===== src/rtl/div_unit.sv =====
// Iterative 32-bit MIPS DIV/DIVU unit: restoring shift-subtract, one quotient bit per cycle.
// Holds the pipeline through the divide and pulses div_valid with HI/LO results.
module div_unit (
    input  logic        clk,
    input  logic        rst,
    input  logic        E_div_en,
    input  logic        E_div_signed,
    input  logic [31:0] E_opdata1,
    input  logic [31:0] E_opdata2,
    input  logic        div_annul,
    output logic        E_div_stall,
    output logic        div_valid,
    output logic [31:0] div_hi,
    output logic [31:0] div_lo
);

    typedef enum logic [1:0] {
        ST_IDLE = 2'd0,
        ST_BUSY = 2'd1,
        ST_DONE = 2'd2
    } state_t;

    state_t      state_r;
    state_t      state_next_s;
    logic [4:0]  count_r;
    logic [63:0] acc_r;
    logic [63:0] acc_step_s;
    logic [31:0] divisor_r;
    logic        q_neg_r;
    logic        r_neg_r;
    logic        start_s;
    logic        start_zero_s;
    logic        last_step_s;
    logic [32:0] rem_shift_s;
    logic [32:0] diff_s;

    function automatic logic [31:0] abs32(input logic [31:0] v, input logic is_signed);
        if (is_signed && v[31]) begin
            return 32'd0 - v;
        end else begin
            return v;
        end
    endfunction

    function automatic logic [31:0] negate_if(input logic [31:0] v, input logic neg);
        if (neg) begin
            return 32'd0 - v;
        end else begin
            return v;
        end
    endfunction

    // State register
    always_ff @(posedge clk) begin
        if (rst) begin
            state_r <= ST_IDLE;
        end else begin
            state_r <= state_next_s;
        end
    end

    // Next-state logic
    always_comb begin
        state_next_s = state_r;
        case (state_r)
            ST_IDLE: begin
                if (E_div_en && !div_annul) begin
                    if (E_opdata2 == 32'd0) begin
                        state_next_s = ST_DONE;
                    end else begin
                        state_next_s = ST_BUSY;
                    end
                end else begin
                    state_next_s = ST_IDLE;
                end
            end
            ST_BUSY: begin
                if (div_annul) begin
                    state_next_s = ST_IDLE;
                end else if (count_r == 5'd31) begin
                    state_next_s = ST_DONE;
                end else begin
                    state_next_s = ST_BUSY;
                end
            end
            ST_DONE: state_next_s = ST_IDLE;
            default: state_next_s = ST_IDLE;
        endcase
    end

    // Per-state control outputs; stall drops in DONE so the pipeline can advance
    always_comb begin
        start_s      = 1'b0;
        start_zero_s = 1'b0;
        last_step_s  = 1'b0;
        E_div_stall  = 1'b0;
        case (state_r)
            ST_IDLE: begin
                start_s      = E_div_en & ~div_annul & (E_opdata2 != 32'd0);
                start_zero_s = E_div_en & ~div_annul & (E_opdata2 == 32'd0);
                E_div_stall  = E_div_en & ~div_annul;
            end
            ST_BUSY: begin
                last_step_s = ~div_annul & (count_r == 5'd31);
                E_div_stall = E_div_en & ~div_annul;
            end
            ST_DONE: E_div_stall = 1'b0;
            default: E_div_stall = 1'b0;
        endcase
    end

    // One restoring step; the shifted remainder needs 33 bits before the compare
    always_comb begin
        rem_shift_s = acc_r[63:31];
        diff_s      = rem_shift_s - {1'b0, divisor_r};
        if (diff_s[32] == 1'b0) begin
            acc_step_s = {diff_s[31:0], acc_r[30:0], 1'b1};
        end else begin
            acc_step_s = {rem_shift_s[31:0], acc_r[30:0], 1'b0};
        end
    end

    // Operand capture and iteration datapath
    always_ff @(posedge clk) begin
        if (rst) begin
            acc_r     <= 64'd0;
            divisor_r <= 32'd0;
            count_r   <= 5'd0;
            q_neg_r   <= 1'b0;
            r_neg_r   <= 1'b0;
        end else if (start_s) begin
            acc_r     <= {32'd0, abs32(E_opdata1, E_div_signed)};
            divisor_r <= abs32(E_opdata2, E_div_signed);
            count_r   <= 5'd0;
            q_neg_r   <= E_div_signed & (E_opdata1[31] ^ E_opdata2[31]);
            r_neg_r   <= E_div_signed & E_opdata1[31];
        end else if (state_r == ST_BUSY) begin
            acc_r   <= acc_step_s;
            count_r <= count_r + 5'd1;
        end
    end

    // Result registers, loaded on entry to DONE and held otherwise
    always_ff @(posedge clk) begin
        if (rst) begin
            div_valid <= 1'b0;
            div_hi    <= 32'd0;
            div_lo    <= 32'd0;
        end else if (start_zero_s) begin
            div_valid <= 1'b1;
            div_hi    <= E_opdata1;
            div_lo    <= 32'hFFFF_FFFF;
        end else if (last_step_s) begin
            div_valid <= 1'b1;
            div_hi    <= negate_if(acc_step_s[63:32], r_neg_r);
            div_lo    <= negate_if(acc_step_s[31:0], q_neg_r);
        end else begin
            div_valid <= 1'b0;
        end
    end

endmodule

===== config.mk =====
export PLATFORM = sky130hd
export DESIGN_NAME = div_unit
export DESIGN_NICKNAME = d
export VERILOG_FILES = /design/src/rtl/div_unit.sv
export SDC_FILE = /design/constraint.sdc
export NUM_CORES = 1
export LEC_CHECK = 0
export ABC_AREA = 0
export BUFFER_PORTS_ARGS = -buffer_cell sky130_fd_sc_hd__buf_2
export CAP_MARGIN = 0
export CORE_ASPECT_RATIO = 0.9
export CORE_MARGIN = 2
export CORE_UTILIZATION = 44
export CTS_BUF_LIST = sky130_fd_sc_hd__clkbuf_2 sky130_fd_sc_hd__clkbuf_4 sky130_fd_sc_hd__clkbuf_8
export CTS_CLUSTER_SIZE = 30
export DETAILED_ROUTE_END_ITERATION = 12
export GPL_TIMING_DRIVEN = 0
export PLACE_DENSITY_LB_ADDON = 0.05
export SLEW_MARGIN = 20
export SYNTH_ARGS = -nofsm -noshare
export SYNTH_HDL_FRONTEND = slang
export SYNTH_SLANG_ARGS = --single-unit

===== constraint.sdc =====
create_clock -name clk -period 9.33 [get_ports clk]
set_input_delay 0.4665 -clock clk [delete_from_list [all_inputs] [get_ports clk]]
set_output_delay 0.4665 -clock clk [all_outputs]
set_load 0.05 [all_outputs]

==> summary.md, run 1 <==
| Metric | Value |
|---|---|
| Status | completed |
| Total grt overflow | 0 |
| Crit path largest cell delay | 0.65 ns |
| Hold Buf Count CTS | 0 |
| Synthesized instance count | 1648 |
| Max_cap viols | 0 |
| Leakage | 0.00522 uW |
| I/O pin cnt | 135 |
| Placed instance count | 2136 |
| Crit end category | flip-flop |
| Clock-pin slew on the worst setup and hold paths | 0.10 ns |
| Vias in the first global route | 12300 |
| Antenna violations before repair | 0 |
| DP Worst Slack | 2.42 ns |
| Worst Hold Class | in2reg |
| Fmax achieved | 142 MHz |
| VDD IR-drop max | 0.0894 mV |
| Reg2reg start | acc_r[31] |
| CP Launch Point | acc_r[31] |
| Skew final | 0.0131 ns |
| DR iter-0 viols | 1401 |
| Layout Area Growth over Synthesis | 12.0% |
| Post-synth EDFFs | 0 |
| Core area | 27100 sq um |
| Crit Path Max Fanout | 10 |
| Arrival @ worst endpoint | 7.37 ns |
| Gates resized, CTS repair | 0 |
| Total number of vias | 13200 |
| FF-to-FF setup slack | 2.27 ns |
| Routed WL | 46.0 mm |
| Layout Nets | 1909 |
| Fraction of the yosys area taken by sequential cells | 0.279 |
| Number of buffers created by CTS | 17 |
| Post-DP HPWL | 36.8 mm |
| CTS tree | done |
| Critical Path Stages | 25 |
| Slew Limit Fails | 0 |
| Worst setup endpoint | div_hi[30] |
| Share of cells above drive strength 1 | 0.114 |
| CP Class | reg2reg |
| Power density cells | 165 nW/um^2 |
| Commonest non-fill, non-tap cells in the layout | nor2_1 (219), nand2_1 (193), dfxtp_1 (170), buf_2 (146), a21oi_1 (107) |
| Root Buffer | clkbuf_8 |
| IO Port Bufs | 134 |
| Commonest non-fill, non-tap cell in the layout | nor2_1 |
| Htree depth | 4 |
| Worst-Skew Late Latency | 0.49 ns |
| Critical R2R Capture | div_hi[30] |
| Worst relative slew slack | 0.273 |
| Die X | 179 microns |
| Worst setup SP type | flip-flop |
| Initial Util | 0.450 |
| GRT Overall Usage | 0.312 |
| Sum of buffers and inverters on the critical path | 8 |
| Worst slew pin tran | 1.09 ns |
| Final Total Pwr | 2260 uW |
| Cell Area, Synth | 12200 sq um |
| Synth warn | 0 |
| Cell Rows | 57 |
| Via density | 6.11 |
| RSZ-0062 raised after global routing | no |
| Clock sinks | 170 |
| Dominant synthesized flop cell | dfxtp_1 |
| Largest net degree at the start of global routing | 17 |
| GPL Wtd Cong | 0.930 |
| Worst EP required | 9.65 ns |
| Count of state elements after synthesis | 170 |
| First-pass GRT wire length | 71.1 mm |
| Post-Layout Cell Count | 2168 |
| Synth Area per Inst | 7.40 sq um |
| Setup violations, final | 0 |
| Hold Vio Cnt, Final | 0 |
| Minimum clock period | 7.06 ns |
| Fin crit share | 0.756 |
| Reg2Reg Depth | 25 |
| Final worst slack | 2.27 ns |
| Clock tree buffer depth | 2 |
| Die Area | 29100 sq um |
| Die Y | 162 microns |
| Net Count, Synth | 1756 |
| Synth cell types | 82 |
| Avg WL per Cell | 21.2 microns |
| Detail Route Antenna Nets | 0 |
| Crit path max-delay family | compound AO/OA/AOI/OAI gates |
| Share of async-settable or async-resettable flops after synthesis | 0 |
| Worst path slowest cell | o311ai_0 |
| Setup TNS Final | 0 ns |
| # diodes | 0 |
| Crit path top cell by count | a211o_1 |
| Drt pass-1 iters | 6 |
| DRC | 0 |
| Setup bufs post-CTS | 0 |
synthesized netlist by cell type, types with 9 or more instances:
master,n,area (sq um)
and3_1,13,81.3
a211o_1,10,87.6
inv_1,59,221
mux2i_1,22,220
xor2_1,79,692
o211ai_1,10,75.1
nand3_1,27,135
o41ai_1,10,87.6
buf_2,12,60.1
dfxtp_1,170,3400
a22oi_1,20,150
a21oi_1,107,536
ha_1,38,475
o31ai_1,20,150
nor4_1,23,144
clkbuf_1,79,297
or4_1,11,82.6
buf_1,11,41.3
and2_1,12,75.1
a31oi_1,15,93.8
nand4_1,9,56.3
nand2b_1,13,81.3
o21ai_0,69,345
nor2_1,219,822
a211oi_1,97,728
nand2_1,193,724
xnor2_1,47,412
nor3_1,67,335
a21o_1,12,90.1
a311oi_1,35,307
or3_1,21,131
final cells by class:
class | instances | area [sq um]
Buffer | 107 | 447
Clock buffer | 20 | 263
Clock inverter | 12 | 91.3
Fill cell | 2871 | 13400
Inverter | 60 | 228
Multi-Input combinational cell | 1311 | 8110
Sequential cell | 170 | 3400
Tap cell | 354 | 443
Timing Repair Buffer | 134 | 671
stage by stage:
stage	hold slack, ns	utilization	area [sq um]
3_5_place_dp	0.451	0.491	13300
6_report	0.263	0.504	13700
3_3_place_gp	0.444	0.491	13300
2_1_floorplan	0.432	-	12200
5_1_grt	0.269	0.504	13700
4_1_cts	0.239	0.504	13700
where the power goes:
part	total, uW	switching (uW)	leakage [uW]	internal (uW)
registers	790	35.4	0.00138	754
logic	962	639	0.00366	323
clock network	507	307	0.000169	199
total	2260	982	0.00522	1280
worst min-delay path by stage:
stage / startpoint / end / slack [ns] / cells past startpoint
global placement: divisor_r[26] / divisor_r[26] / 0.44 / 2
finish: E_opdata2[0] / divisor_r[0] / 0.26 / 3
global route: E_opdata2[0] / divisor_r[0] / 0.27 / 3
detailed placement: divisor_r[29] / divisor_r[29] / 0.45 / 2
floorplan: divisor_r[26] / divisor_r[26] / 0.43 / 2
CTS: E_opdata1[1] / div_hi[1] / 0.24 / 3
kinds of logic (layout without fill, tap and decap cells):
| logic type | after synthesis | in the layout | share of synthesized area |
|---|---|---|---|
| simple gates | 648 | 648 | 0.247 |
| compound gates | 474 | 474 | 0.267 |
| flops | 170 | 170 | 0.279 |
| buf+inv | 167 | 333 | 0.0553 |
| xor+xnor | 126 | 126 | 0.0905 |
| fa+ha+maj | 39 | 39 | 0.0406 |
| mux | 24 | 24 | 0.0199 |
routing by layer:
layer  vias to the layer above  routed length [microns]  GRT usage
li1                       6307                        -          -
met2                       552                    18700      0.455
met3                        51                     4150     0.0623
met5                         -                        0          0
met4                         0                      921     0.0883
met1                      6333                    22200      0.464
tightest hold or removal path, stage by stage:
cell     delay (ns)
buf_2          0.13
nand2_1        0.06
a21oi_1        0.05
registers in the layout, summed over array words and instances, names as in the netlist:
| register | flops |
|---|---|
| acc_r | 64 |
| count_r | 5 |
| div_hi | 32 |
| div_lo | 32 |
| div_valid | 1 |
| divisor_r | 32 |
| q_neg_r | 1 |
| r_neg_r | 1 |
| state_r | 2 |
Note: power is estimated with default switching activity, not from simulation.
==> run 2: changes to the inputs <==
Settings changed: ABC_AREA 0 to 1.
Clock period 9.33 ns to 5.73 ns, I/O delays scaled along.
==> summary.md, run 2 <==
| Metric | Value |
|---|---|
| Status | completed |
| GPL Wtd Cong | 0.964 (+3.6%) |
| First-pass GRT wire length | 76.7 mm (+7.9%) |
| Leakage | 0.00767 uW (+47%) |
| Most flops, register | acc_r |
| HP Start | E_opdata2[1] |
| Initial Util | 0.451 (+0.000972) |
| DRC | 0 (unchanged) |
| Reg2reg start | acc_r[31] |
| Worst EP required | 6.11 ns (-3.54 ns) |
| Grt met3 use | 0.0716 (+0.00922) |
| Drt pass-1 iters | 6 (unchanged) |
| Die Area | 31200 sq um (+7.4%) |
| Fmax achieved | 207 MHz (+46%) |
| Synth warn | 0 (unchanged) |
| Dominant synthesized flop cell | dfxtp_1 |
| Global routing's busiest layer | met2 |
| Die Y | 168 microns (+3.6%) |
| Compound-Gate Fraction of Synth Area | 0.165 (-0.103) |
| Crit path top cell by count | nand2_1 |
| Power density cells | 282 nW/um^2 (+70%) |
| Htree depth | 4 (unchanged) |
| Root Buffer | clkbuf_8 |
| CP Class | reg2reg |
| Most common cell in the netlist | nand2_1 |
| I/O pin cnt | 135 (unchanged) |
| FF-to-FF setup slack | 0.90 ns (-1.38 ns) |
| DR iter-0 viols | 1462 (+4.4%) |
| Core area | 29100 sq um (+7.3%) |
| Skew final | 0.0201 ns (+0.00693 ns) |
| Clock sinks | 170 (unchanged) |
| Share of cells above drive strength 1 | 0.116 (+0.00218) |
| Max reg flops | 64 (unchanged) |
| Worst-Skew Late Latency | 0.49 ns (about the same) |
| Largest area contributor in the netlist | dfxtp_1 |
| Post-synth EDFFs | 0 (unchanged) |
| Via density | 5.34 (-13%) |
| Synth cell types | 54 (-34%) |
| Clock tree buffer depth | 2 (unchanged) |
| Met1 usage | 0.472 (+0.00825) |
| Commonest non-fill, non-tap cell in the layout | nand2_1 |
| Minimum clock period | 4.83 ns (-2.22 ns) |
| Met2 Use GR | 0.488 (+0.0331) |
| XOR/XNOR Fraction of Synth Area | 0.0628 (-0.0277) |
| Commonest non-fill, non-tap cells in the layout | nand2_1 (639), inv_1 (321), nor2_1 (176), dfxtp_1 (170), o21ai_0 (145) |
| Largest net degree at the start of global routing | 18 (+1) |
| Simple-Gate Fraction of Synth Area | 0.351 (+0.104) |
| Fin crit share | 0.843 (+0.0869) |
| Count of state elements after synthesis | 170 (unchanged) |
| Setup TNS Final | 0 ns (unchanged) |
| VDD IR-drop max | 0.173 mV (+94%) |
| Max_cap viols | 0 (unchanged) |
| Antenna violations before repair | 1 (+1) |
| Slew Limit Fails | 0 (unchanged) |
| Fillers | 3203 (+12%) |
| Synth top area cells | dfxtp_1 (26%), nand2_1 (18%), inv_1 (9.2%) |
| Crit end category | flip-flop |
| Worst relative slew slack | 0.319 (+0.0460) |
| Share of async-settable or async-resettable flops after synthesis | 0 (unchanged) |
| Vias in the first global route | 13300 (+7.9%) |
| Hold Buf Count CTS | 0 (unchanged) |
| Worst setup SP type | flip-flop |
| CTS tree | done |
| Routed WL | 50.8 mm (+10%) |
| Worst path slowest cell | nor4_1 |
| Synthesized instance count | 2174 (+32%) |
| IO Port Bufs | 133 (-0.75%) |
| Post-Synth Adder-Cell Area | 0.0378 (-0.00285) |
| Main combinational cell family by area after synthesis | simple AND/OR/NAND/NOR gates |
| Worst slew pin tran | 1.01 ns (-0.0744 ns) |
| Avg WL per Cell | 18.6 microns (-13%) |
| Most frequent cells after synthesis | nand2_1 (639), inv_1 (321), nor2_1 (176) |
| Yosys top cell area share | 0.260 (-0.0196) |
| Number of buffers created by CTS | 17 (unchanged) |
| Hold Vio Cnt, Final | 0 (unchanged) |
| Net Count, Synth | 2282 (+30%) |
| Layout Nets | 2434 (+28%) |
| Post-synthesis mux area share | 0 (-0.0199) |
| Layout Utilization | 0.505 (+0.000891) |
| Total grt overflow | 0 (unchanged) |
| Crit path largest cell delay | 0.44 ns (-0.21 ns) |
| Gates resized, CTS repair | 0 (unchanged) |
| Fraction of the yosys area taken by sequential cells | 0.260 (-0.0196) |
| GRT Overall Usage | 0.326 (+0.0131) |
| Clock-pin slew on the worst setup and hold paths | 0.11 ns (about the same) |
| Detail Route Antenna Nets | 0 (unchanged) |
| Cell Area, Synth | 13100 sq um (+7.6%) |
| Post-DP HPWL | 41.4 mm (+12%) |
| Layout Area Growth over Synthesis | 12.0% (about the same) |
| Setup bufs post-CTS | 0 (unchanged) |
| Die X | 186 microns (+3.6%) |
| Worst Hold Class | in2reg |
| RSZ-0062 raised after global routing | no |
| Cell Rows | 59 (+3.5%) |
| Synth Area per Inst | 6.03 sq um (-18%) |
| Arrival @ worst endpoint | 5.22 ns (-2.15 ns) |
| Setup violations, final | 0 (unchanged) |
| CP Launch Point | acc_r[31] |
| Crit Path Max Fanout | 10 (unchanged) |
| Total number of vias | 14600 (+10%) |
[run 2: cell types whose count changed after synthesis, moves of 35 or more]
cell      change
a211oi_1     -90
nor2_1       -43
nor3_1       -35
nand3_1     +102
inv_1       +262
nand2_1     +446
o21ai_0      +76
a311oi_1     -35
[run 2: path summary, 6_finish.rpt]
path / endpoint / depth (start not counted)
hold / removal: divisor_r[1] / 3
setup / recovery: div_lo[28] / 28
hold reg to reg: div_hi[11] / 2
setup reg to reg: div_lo[28] / 28
[run 2: logic make-up (layout without fill, tap and decap cells)]
group                      after synthesis  count (layout)
other                                    0               1
buffers and inverters                  414             579
AOI/OAI and AO/OA                      374             374
adders and majority gates               39              39
DFF                                    170             170
xor gates and xnor gates                94              94
and+or+nand+nor                       1083            1083
[run 2: power by group]
group | total [uW] | switching [uW] | internal (uW)
registers | 1270 | 44.1 | 1230
clock network | 920 | 534 | 387
logic | 1940 | 1360 | 581
[run 2: routing by layer]
| metal | share of wire | up-vias | wire length [microns] |
|---|---|---|---|
| li1 | - | 7243 | - |
| met1 | 0.48 | 6772 | 24300 |
| met2 | 0.42 | 529 | 21500 |
| met3 | 0.080 | 53 | 4050 |
| met4 | 0.018 | 0 | 895 |
| met5 | 0 | - | 0 |
[run 2: per-stage QoR]
step	worst slack (ns)	cell area [sq um]	hold WS, ns	cells	power [uW]
floorplan	1.99	13100	0.433	2174	2620
global placement	1.03	14300	0.432	2703	3190
detailed placement	1.01	14300	0.434	2703	3200
CTS	0.980	14700	0.0787	2735	4110
global route	0.527	14700	0.0863	2735	4410
finish	0.899	14700	0.0967	2736	4130
[run 2: cell type report]
cell class | count | area [sq um] | area share
Multi-Input combinational cell | 1590 | 8070 | 0.550
Sequential cell | 170 | 3400 | 0.232
Inverter | 335 | 1260 | 0.0856
Timing Repair Buffer | 133 | 666 | 0.0453
Tap cell | 396 | 495 | 0.0337
Buffer | 79 | 378 | 0.0257
Clock buffer | 19 | 262 | 0.0178
Clock inverter | 13 | 148 | 0.0101
Antenna cell | 1 | 2.50 | 0.000170
[run 2: worst max-delay path: cells and delay by family (launching register included)]
kind | cells | cell delay [ns]
compound gates | 2 | 0.30
xor+xnor | 1 | 0.18
fa+ha+maj | 3 | 0.87
buf+inv | 4 | 0.53
flops | 1 | 0.32
simple gates | 18 | 2.49
==> run 3: changes to the inputs <==
Settings changed: ABC_AREA 1 to 0.
Clock period 5.73 ns to 4.3 ns, I/O delays scaled along.
==> summary.md, run 3 (synthesis gave the netlist of run 1 again) <==
| Metric | Value |
|---|---|
| Total grt overflow | 0 (unchanged) |
| Worst path slowest cell | dfxtp_4 |
| Total number of vias | 13500 (-7.2%) |
| Routed WL | 48.0 mm (-5.4%) |
| Most flops, register | acc_r |
| Fin crit share | 1.21 (+0.366) |
| Die X | 179 microns (-3.5%) |
| Worst relative slew slack | 0.280 (-0.0389) |
| Root Buffer | clkbuf_8 |
| Htree depth | 4 (unchanged) |
| Vias in the first global route | 12700 (-4.1%) |
| Cell Rows | 57 (-3.4%) |
| Global routing's busiest layer | met1 |
| Leakage | 0.00562 uW (-27%) |
| Via density | 6.15 (+15%) |
| GRT Overall Usage | 0.326 (about the same) |
| VDD IR-drop max | 0.233 mV (+35%) |
| Setup violations, final | 29 (+29) |
| FF-to-FF setup slack | -0.90 ns (-1.80 ns) |
| Worst slew pin tran | 1.08 ns (+0.0639 ns) |
| Die Area | 29100 sq um (-6.9%) |
| Commonest non-fill, non-tap cells in the layout | nor2_1 (219), nand2_1 (189), dfxtp_1 (163), buf_2 (137), a21oi_1 (97) |
| Drt pass-1 iters | 6 (unchanged) |
| I/O pin cnt | 135 (unchanged) |
| DRC | 0 (unchanged) |
| GPL Wtd Cong | 0.959 (-0.47%) |
| Critical R2R Capture | div_hi[28] |
| Max reg flops | 64 (unchanged) |
| Arrival @ worst endpoint | 5.55 ns (+0.33 ns) |
| CTS tree | done |
| Worst-Skew Late Latency | 0.48 ns (about the same) |
| Failing checks | negative setup slack |
| Crit end category | flip-flop |
| Number of buffers created by CTS | 17 (unchanged) |
| Clock sinks | 170 (unchanged) |
| Worst EP required | 4.65 ns (-1.46 ns) |
| Final Cell Area | 14700 sq um (+0.30%) |
| Power density cells | 374 nW/um^2 (+33%) |
| CP Class | reg2reg |
| Detail Route Antenna Nets | 0 (unchanged) |
| Antenna violations before repair | 1 (unchanged) |
| Worst Hold Class | in2reg |
| Hold Vio Cnt, Final | 0 (unchanged) |
| Met2 Use GR | 0.469 (-0.0183) |
| Core area | 27100 sq um (-6.8%) |
| Layout Area Growth over Synthesis | 20.8% |
| Clock tree buffer depth | 2 (unchanged) |
| Crit Path Max Fanout | 4 (-6) |
| Share of cells above drive strength 1 | 0.181 (+0.0649) |
| Layout Utilization | 0.543 (+0.0386) |
| Initial Util | 0.450 (-0.000972) |
| RSZ-0062 raised after global routing | yes |
| Avg WL per Cell | 21.8 microns (+18%) |
| Grt met3 use | 0.0697 (-0.00182) |
| # diodes | 0 (-1) |
| Hold Buf Count CTS | 0 (unchanged) |
| DP Area | 13400 sq um (-6.0%) |
| Fmax achieved | 192 MHz (-7.1%) |
| First-pass GRT wire length | 74.0 mm (-3.5%) |
| Die Y | 162 microns (-3.5%) |
| Final worst slack | -0.899 ns (-1.80 ns) |
| Worst setup endpoint | div_hi[28] |
| IO Port Bufs | 134 (+0.75%) |
| Minimum clock period | 5.20 ns (+0.368 ns) |
| Layout Nets | 1945 (-20%) |
| Met1 usage | 0.482 (+0.00958) |
| Max_cap viols | 0 (unchanged) |
| CP Launch Point | acc_r[31] |
| Post-DP HPWL | 37.2 mm (-10%) |
| Fillers | 2683 (-16%) |
| Reg2Reg Depth | 28 (unchanged) |
| Largest net degree at the start of global routing | 17 (-1) |
| DR iter-0 viols | 1510 (+3.3%) |
| Skew final | 0.0183 ns (-0.00172 ns) |
| Clock-pin slew on the worst setup and hold paths | 0.09 ns (-0.02 ns) |
| Commonest non-fill, non-tap cell in the layout | nor2_1 |
| Crit path top cell by count | a211o_1 |
| Status | finished with violations |
| Worst setup SP type | flip-flop |
| Reg2reg start | acc_r[31] |
| Setup TNS Final | -12.27 ns (-12.27 ns) |
| Slew Limit Fails | 0 (unchanged) |
| Crit path largest cell delay | 0.42 ns (-0.02 ns) |
## run 3: worst min path at each step
| stage | from | endpoint | slack, ns | cells after the start |
|---|---|---|---|---|
| after floorplan | E_opdata2[0] | divisor_r[0] | 0.35 | 2 |
| after global placement | divisor_r[29] | divisor_r[29] | 0.44 | 2 |
| after detailed placement | divisor_r[31] | divisor_r[31] | 0.45 | 2 |
| after CTS | E_opdata1[1] | div_hi[1] | 0.006 | 3 |
| after global routing | E_opdata2[0] | divisor_r[0] | 0.01 | 3 |
| final | E_opdata1[1] | div_hi[1] | 0.03 | 3 |
## run 3: layout make-up
cell class,count,area (sq um),area share
multi-input combinational,1311,8730,0.593
sequential,170,3420,0.232
timing repair buffer,174,993,0.0675
buffer,103,503,0.0342
tap,354,443,0.0301
clock buffer,22,290,0.0197
inverter,60,233,0.0158
clock inverter,9,116,0.00790
## run 3: metrics by stage
stage                     std cells  power [uW]  hold WS, ns  setup slack, ns
after floorplan                1648        3200        0.351           -0.494
after global placement         2136        3820        0.443            -1.57
after CTS                      2199        5330      0.00573           -0.857
after global routing           2203        5780       0.0120            -1.06
final                          2203        5510       0.0290           -0.899
after detailed placement       2136        3830        0.451            -1.61
## run 3: power by group
part / total (uW) / switching [uW] / internal (uW)
Clock: 1210 / 638 / 575
Combinational: 2580 / 1620 / 963
Sequential: 1720 / 80.9 / 1640
## run 3: routing by layer
metal  wire length [microns]  vias up
met2                   19500      633
met5                       0        -
met3                    4570       84
met1                   22600     6458
met4                    1310        0
li1                        -     6367
## run 3: worst max-delay path: cells and delay by family, from the launching register on
family / cells / cell delay [ns]
and+or+nand+nor: 7 / 1.34
adders and majority gates: 3 / 0.67
AOI/OAI and AO/OA: 8 / 1.64
DFF: 1 / 0.42
buffers and inverters: 10 / 1.00
## run 3: repair_timing
action / in CTS / in global routing
endpoints found under the setup margin: 46 / 53
pin swaps: 57 / 38
cloned: 0 / 0
buffers inserted: 35 / 9
resized for setup: 91 / 46
